## src/rtl/board_cursor_ctrl.sv

```systemverilog
// Board cursor control: conditions three raw push-buttons and holds cursor/selection for the 8x8 renderer.
// Latency: button edge to press pulse 2+DEBOUNCE_CYCLES+1 cycles; state moves on the edge ending the vsync-fall cycle.
// Backpressure: none; presses coalesce into sticky request flags that wait for the next vsync commit.
module board_cursor_ctrl #(
   parameter int DEBOUNCE_CYCLES = 250000,
   parameter int NUM_COLUMNS     = 8,
   parameter int NUM_ROWS        = 8
) (
   input  logic       vgaclk,
   input  logic       rst_n,
   input  logic       vsync,
   input  logic       btn_right_n,
   input  logic       btn_down_n,
   input  logic       btn_select_n,
   output logic [2:0] cursor_col,
   output logic [2:0] cursor_row,
   output logic       sel_valid,
   output logic [2:0] sel_col,
   output logic [2:0] sel_row,
   output logic       pending
);

   localparam int               CNT_W    = $clog2(DEBOUNCE_CYCLES) + 1;
   localparam logic [CNT_W-1:0] CNT_LAST = CNT_W'(DEBOUNCE_CYCLES - 1);
   localparam logic [2:0]       COL_LAST = 3'(NUM_COLUMNS - 1);
   localparam logic [2:0]       ROW_LAST = 3'(NUM_ROWS - 1);

   // Button lanes inside the packed vectors below.
   localparam int BTN_R = 0;
   localparam int BTN_D = 1;
   localparam int BTN_S = 2;

   typedef enum logic {
      ST_IDLE   = 1'b0,
      ST_COMMIT = 1'b1
   } state_t;

   logic [1:0]       r_rst_sync;
   logic             w_rst_n;
   logic [2:0]       w_btn_raw;
   logic [2:0]       r_sync1;
   logic [2:0]       r_sync2;
   logic [2:0]       r_deb;
   logic [2:0]       r_deb_q;
   logic [2:0]       r_press;
   logic [CNT_W-1:0] r_cnt [3];
   logic [2:0]       r_req;
   logic             r_vsync_q;
   logic             w_vs_fall;
   logic             w_commit;
   state_t           r_state;
   logic [2:0]       r_cursor_col;
   logic [2:0]       r_cursor_row;
   logic             r_sel_valid;
   logic [2:0]       r_sel_col;
   logic [2:0]       r_sel_row;
   logic [2:0]       w_col_next;
   logic [2:0]       w_row_next;
   logic             w_sel_hit;

   // Reset asserts asynchronously and releases two clean clock edges later.
   always_ff @(posedge vgaclk or negedge rst_n) begin
      if (!rst_n) r_rst_sync <= 2'b00;
      else        r_rst_sync <= {r_rst_sync[0], 1'b1};
   end

   assign w_rst_n   = r_rst_sync[1];
   assign w_btn_raw = {btn_select_n, btn_down_n, btn_right_n};

   // Two-flop synchroniser per button; idle level is released (1).
   always_ff @(posedge vgaclk or negedge w_rst_n) begin
      if (!w_rst_n) begin
         r_sync1 <= 3'b111;
         r_sync2 <= 3'b111;
      end else begin
         r_sync1 <= w_btn_raw;
         r_sync2 <= r_sync1;
      end
   end

   // Debounce: the synced level must differ for DEBOUNCE_CYCLES consecutive cycles before it is accepted.
   always_ff @(posedge vgaclk or negedge w_rst_n) begin
      if (!w_rst_n) begin
         r_deb <= 3'b111;
         for (int i = 0; i < 3; i++) r_cnt[i] <= '0;
      end else begin
         for (int i = 0; i < 3; i++) begin
            if (r_sync2[i] == r_deb[i]) begin
               r_cnt[i] <= '0;
            end else if (r_cnt[i] == CNT_LAST) begin
               r_deb[i] <= r_sync2[i];
               r_cnt[i] <= '0;
            end else begin
               r_cnt[i] <= r_cnt[i] + 1'b1;
            end
         end
      end
   end

   // Registered one-cycle press pulse on a debounced 1->0 transition; releases are ignored.
   always_ff @(posedge vgaclk or negedge w_rst_n) begin
      if (!w_rst_n) begin
         r_deb_q <= 3'b111;
         r_press <= 3'b000;
      end else begin
         r_deb_q <= r_deb;
         r_press <= r_deb_q & ~r_deb;
      end
   end

   // vsync history for falling-edge detection; starts high so reset release never looks like an edge.
   always_ff @(posedge vgaclk or negedge w_rst_n) begin
      if (!w_rst_n) r_vsync_q <= 1'b1;
      else          r_vsync_q <= vsync;
   end

   assign w_vs_fall = r_vsync_q & ~vsync;
   assign w_commit  = (r_state == ST_IDLE) & w_vs_fall;

   // Sticky request flags: cleared by a commit, but a pulse landing on the commit cycle survives to the next one.
   always_ff @(posedge vgaclk or negedge w_rst_n) begin
      if (!w_rst_n)      r_req <= 3'b000;
      else if (w_commit) r_req <= r_press;
      else               r_req <= r_req | r_press;
   end

   assign w_col_next = (r_cursor_col == COL_LAST) ? 3'd0 : r_cursor_col + 3'd1;
   assign w_row_next = (r_cursor_row == ROW_LAST) ? 3'd0 : r_cursor_row + 3'd1;
   assign w_sel_hit  = r_sel_valid && (r_sel_col == r_cursor_col) && (r_sel_row == r_cursor_row);

   // Commit FSM: applies every pending request at once on the vsync fall, using the pre-move cursor for select.
   always_ff @(posedge vgaclk or negedge w_rst_n) begin
      if (!w_rst_n) begin
         r_state      <= ST_IDLE;
         r_cursor_col <= 3'd0;
         r_cursor_row <= 3'd0;
         r_sel_valid  <= 1'b0;
         r_sel_col    <= 3'd0;
         r_sel_row    <= 3'd0;
      end else begin
         case (r_state)
            ST_IDLE: begin
               if (w_vs_fall) begin
                  r_state <= ST_COMMIT;
                  if (r_req[BTN_R]) r_cursor_col <= w_col_next;
                  if (r_req[BTN_D]) r_cursor_row <= w_row_next;
                  if (r_req[BTN_S]) begin
                     if (w_sel_hit) begin
                        r_sel_valid <= 1'b0;
                     end else begin
                        r_sel_valid <= 1'b1;
                        r_sel_col   <= r_cursor_col;
                        r_sel_row   <= r_cursor_row;
                     end
                  end
               end
            end
            ST_COMMIT: r_state <= ST_IDLE;
            default:   r_state <= ST_IDLE;
         endcase
      end
   end

   assign cursor_col = r_cursor_col;
   assign cursor_row = r_cursor_row;
   assign sel_valid  = r_sel_valid;
   assign sel_col    = r_sel_col;
   assign sel_row    = r_sel_row;
   assign pending    = |r_req;

endmodule
```

## config.mk

```make
export PLATFORM = sky130hd
export DESIGN_NAME = board_cursor_ctrl
export DESIGN_NICKNAME = d
export VERILOG_FILES = /design/src/rtl/board_cursor_ctrl.sv
export SDC_FILE = /design/constraint.sdc
export NUM_CORES = 1
export LEC_CHECK = 0
export BUFFER_PORTS_ARGS = -buffer_cell sky130_fd_sc_hd__buf_2
export CAP_MARGIN = 20
export CORE_MARGIN = 10
export CORE_UTILIZATION = 41
export CTS_CLUSTER_SIZE = 28
export DETAILED_ROUTE_END_ITERATION = 8
export PLACE_DENSITY_LB_ADDON = 0.15
export SYNTH_ARGS = -nofsm -noshare
export SYNTH_HDL_FRONTEND = slang
export SYNTH_SLANG_ARGS = --single-unit
```

## constraint.sdc

```tcl
create_clock -name vgaclk -period 4.7 [get_ports vgaclk]
set_input_delay 0.235 -clock vgaclk [delete_from_list [all_inputs] [get_ports vgaclk]]
set_output_delay 0.235 -clock vgaclk [all_outputs]
set_load 0.02 [all_outputs]
```

==> run_results.csv <==
group,metric,value,unit
final_layout,mostFrequentLayoutCells,"sky130_fd_sc_hd__dfrtp_1, sky130_fd_sc_hd__nor2_1, sky130_fd_sc_hd__xnor2_1",
run_status,outcome,"finished, final reports clean",
synth,synth.top_cells.by_area,"sky130_fd_sc_hd__dfrtp_1, sky130_fd_sc_hd__dfstp_2, sky130_fd_sc_hd__xnor2_1",
cts,cts_tree,"done",
cts,ctsHtreeMaxLevel,3,
global_routing,first_global_vias,2769,
critical_path,required,4.91,ns
synth,synth_warnings,0,
synth,synth_cell_types,41,
final_layout,drive_above_1_share,18.8,%
synth,synth_seq_area_share,55.6,%
critical_path,crit_fanout,18,
final_layout,seq_area,2320,um2
final_layout,multi_input_comb_area,1760,um2
synth,synth_largest_type_area_fraction,47.4,%
synth,fraction_of_synthesized_area_in_multiplexers,4.26,%
placement,dp.cells,526,
final_layout,fillerInstances,946,
global_routing,grt_overflow_total,0,
detailed_routing,detailedRoute.firstPassIterationCount,4,
placement,place.gp.congestion,0.738,
detailed_routing,num_vias,2693,
job,max-cap-violations,0,
final_layout,nets,422,
detailed_routing,drc,0,
cts,post-cts-setup-buffer-count,0,
critical_path,data_arrival_time_of_the_critical_path,2.40,ns
synth,largest_family_of_logic_cells_by_synthesized_area,"simple AND/OR/NAND/NOR gates",
placement,place_ws,2.50,ns
synth,synth_compound_area_share,4.29,%
critical_path,timing.setup.critical_path_class,"register to register",
die,design.core.area,9820,um2
die,initial_core_util,42.5,%
synth,syn-num-nets,389,
timing,fin_crit_sh,46.6,%
synth,synth_top_cell_by_area,"sky130_fd_sc_hd__dfrtp_1",
global_routing,antenna_found_initial,0,
detailed_routing,drt.antenna.violating_nets,0,
timing,clock_period_minus_worst_slack,2.19,ns
timing,clock-skew-final,0.0133,ns
final_layout,antenna_cells,0,
timing,final_max_slew_viol_count,0,
global_routing,grt_first_pass_wirelength,12800,um
cts,clk_pin_slew_worst_paths,0.10,ns
synth,synth-seq-cells,92,
final_layout,synthToLayoutAreaGrowth,13.5,%
timing,rsz0062_at_grt,"no",
cts,ctsRootBufferMaster,"sky130_fd_sc_hd__clkbuf_8",
timing,final-setup-viol-count,0,
placement,number_of_port_buffers,19,
synth,syn-cell-area,4170,um2
power,report.power.total,1.52,mW
timing,layout_setup_ws,2.51,ns
timing,worst_hold_slack,0.176,ns
synth,yosys.area_share.adder,2.10,%
cts,clk-insertion-delay-late,0.36,ns
cts,total_cts_buffers,9,
final_layout,leading_cell_type_in_the_layout_fill_and_taps_excluded,"sky130_fd_sc_hd__dfrtp_1",
die,rows,36,
timing,tightestPinTransition,0.990,ns
cts,clock_sink_count,92,
detailed_routing,route.detailed.wl_per_inst,12.9,um
die,die_height,121,um
final_layout,post_layout_nonfiller_instances,547,
timing,fmax,0.456,GHz
cts,cts_buffer_depth,2,
placement,detailedPlacementHpwl,4830,um
global_routing,track_usage,10.5,%
die,floorplan.io_pins,20,
synth,avgSynthCellArea,11.1,um2
timing,timing.final.hold_violations,0,
power,power_density_relative_to_cell_area,320,nW/um2
global_routing,maximum_number_of_pins_on_one_net_before_global_route_repair,69,
die,fp.dieW,121,um
power,ir_drop,0.000162,V
timing,max-slew-margin-rel,33.8,%
power,power_leakage,2.08,nW
synth,synth-simple-area-share,20.8,%
die,floorplan.die_area,14600,um2
detailed_routing,avgViaCountPerCell,4.92,
hold_path,worstHoldPathType,"input port to asynchronous set/reset pin",
timing,final.setup.tns,0,ns
detailed_routing,routed_wl,7030,um
synth,netlist_instances,376,
critical_path,cp-start-kind,"register",
synth,synthXorXnorAreaFrac,10.7,%
detailed_routing,violation_count_after_the_first_detailed_routing_iteration,118,
critical_path,crit_path_end_kind,"register",
-- sequential cells by signal, indices dropped and copies added, names as in the netlist --
name,count
r_cnt,57
cursor_col,3
cursor_row,3
r_deb,3
r_deb_q,3
r_press,3
r_req,3
r_sync1,3
r_sync2,3
sel_col,3
sel_row,3
r_rst_sync,2
r_state,1
r_vsync_q,1
sel_valid,1
-- layer usage --
metal | wire [um] | track usage, %
met4 | 80 | 3.17
met3 | 257 | 3.54
met5 | 0 | 0
met2 | 3190 | 16.8
met1 | 3500 | 13.2
-- metrics by stage --
stage,util [%],area [um2]
6_report,48.2,4730
5_1_grt,48.2,4730
4_1_cts,48.2,4730
3_5_place_dp,45.1,4430
3_3_place_gp,45.0,4420
2_1_floorplan,-,4170
-- logic make-up (layout without fill, tap and decap cells) --
group	Yosys count	count (layout)
buffers and inverters	21	59
AOI/OAI and AO/OA	25	25
xor gates and xnor gates	51	51
adders and majority gates	7	7
and+or+nand+nor	163	163
DFF	92	92
other	1	1
muxes	16	16
-- timing repair --
item,in CTS,in global routing
hold buffers,5,0
hold endpoints to repair,6,0
gates resized for setup,0,0
endpoints found under the setup margin,0,0
-- synth_stat cells --
| library cell | count |
|---|---|
| sky130_fd_sc_hd__a21o_1 | 3 |
| sky130_fd_sc_hd__buf_2 | 3 |
| sky130_fd_sc_hd__a31oi_1 | 1 |
| sky130_fd_sc_hd__dfstp_2 | 13 |
| sky130_fd_sc_hd__xnor2_1 | 36 |
| sky130_fd_sc_hd__xor2_1 | 15 |
| sky130_fd_sc_hd__ha_1 | 7 |
| sky130_fd_sc_hd__nand4_1 | 14 |
| sky130_fd_sc_hd__o221a_2 | 1 |
| sky130_fd_sc_hd__or4_1 | 1 |
| sky130_fd_sc_hd__o41ai_1 | 1 |
| sky130_fd_sc_hd__o21ai_0 | 7 |
| sky130_fd_sc_hd__clkbuf_1 | 1 |
| sky130_fd_sc_hd__buf_6 | 1 |
| sky130_fd_sc_hd__conb_1 | 1 |
| sky130_fd_sc_hd__dfrtp_1 | 79 |
| sky130_fd_sc_hd__inv_1 | 16 |
| sky130_fd_sc_hd__nand3_1 | 18 |
| sky130_fd_sc_hd__nand3b_1 | 3 |
| sky130_fd_sc_hd__and2_1 | 3 |
| sky130_fd_sc_hd__nor4b_1 | 3 |
| sky130_fd_sc_hd__a31o_2 | 2 |
| sky130_fd_sc_hd__o21ai_1 | 2 |
| sky130_fd_sc_hd__mux2i_1 | 2 |
| sky130_fd_sc_hd__o41ai_4 | 1 |
| sky130_fd_sc_hd__and3_1 | 4 |
| sky130_fd_sc_hd__nand4_2 | 1 |
| sky130_fd_sc_hd__nor3_1 | 12 |
| sky130_fd_sc_hd__nand3_2 | 3 |
| sky130_fd_sc_hd__nor4_1 | 15 |
| sky130_fd_sc_hd__mux2_2 | 14 |
| sky130_fd_sc_hd__o211a_1 | 1 |
| sky130_fd_sc_hd__or3_1 | 6 |
| sky130_fd_sc_hd__nand4_4 | 1 |
| sky130_fd_sc_hd__nor2b_1 | 3 |
| sky130_fd_sc_hd__a21oi_1 | 6 |
| sky130_fd_sc_hd__or4_4 | 2 |
| sky130_fd_sc_hd__nand2_1 | 11 |
| sky130_fd_sc_hd__nor2_1 | 61 |
| sky130_fd_sc_hd__and4_1 | 1 |
| sky130_fd_sc_hd__nor4_2 | 1 |
-- critical path: stages (launching register included) --
cell and delay [ns]:
sky130_fd_sc_hd__dfrtp_1 0.47, sky130_fd_sc_hd__nor4_1 0.28, sky130_fd_sc_hd__nand4_1 0.21, sky130_fd_sc_hd__o41ai_4 0.97, sky130_fd_sc_hd__nor2_1 0.12
-- report_power, final --
part	leakage (nW)	total [mW]	internal [mW]	switching, mW
Sequential	1.22	0.816	0.805	0.0117
Clock	0.124	0.658	0.362	0.296
Combinational	0.745	0.0406	0.0139	0.0267
-- layout make-up --
cell class | count | area share (%)
Multi-Input combinational cell | 263 | 37.2
Tap cell | 133 | 3.52
Sequential cell | 92 | 49.1
Clock inverter | 7 | 2.72
Clock buffer | 9 | 2.62
Inverter | 16 | 1.27
Timing Repair Buffer | 27 | 3.62
-- final timing paths --
kind                                    startpoint  slack [ns]  cells past startpoint                      end
max                            r_cnt[27]$_DFF_PN0_        2.51                      4      r_cnt[34]$_DFF_PN0_
min reg2reg                r_rst_sync[1]$_DFF_PN0_        0.21                      0   sel_col[1]$_DFFE_PN0P_
max reg2reg                    r_cnt[27]$_DFF_PN0_        2.51                      4      r_cnt[34]$_DFF_PN0_
max in group asynchronous  r_rst_sync[1]$_DFF_PN0_        3.37                      1      r_cnt[10]$_DFF_PN0_
min                                          rst_n        0.18                      2  r_rst_sync[0]$_DFF_PN0_
min in group vgaclk           r_sync1[2]$_DFF_PN1_        0.36                      0     r_sync2[2]$_DFF_PN1_
No activity file was read; power rests on OpenSTA's default activity.
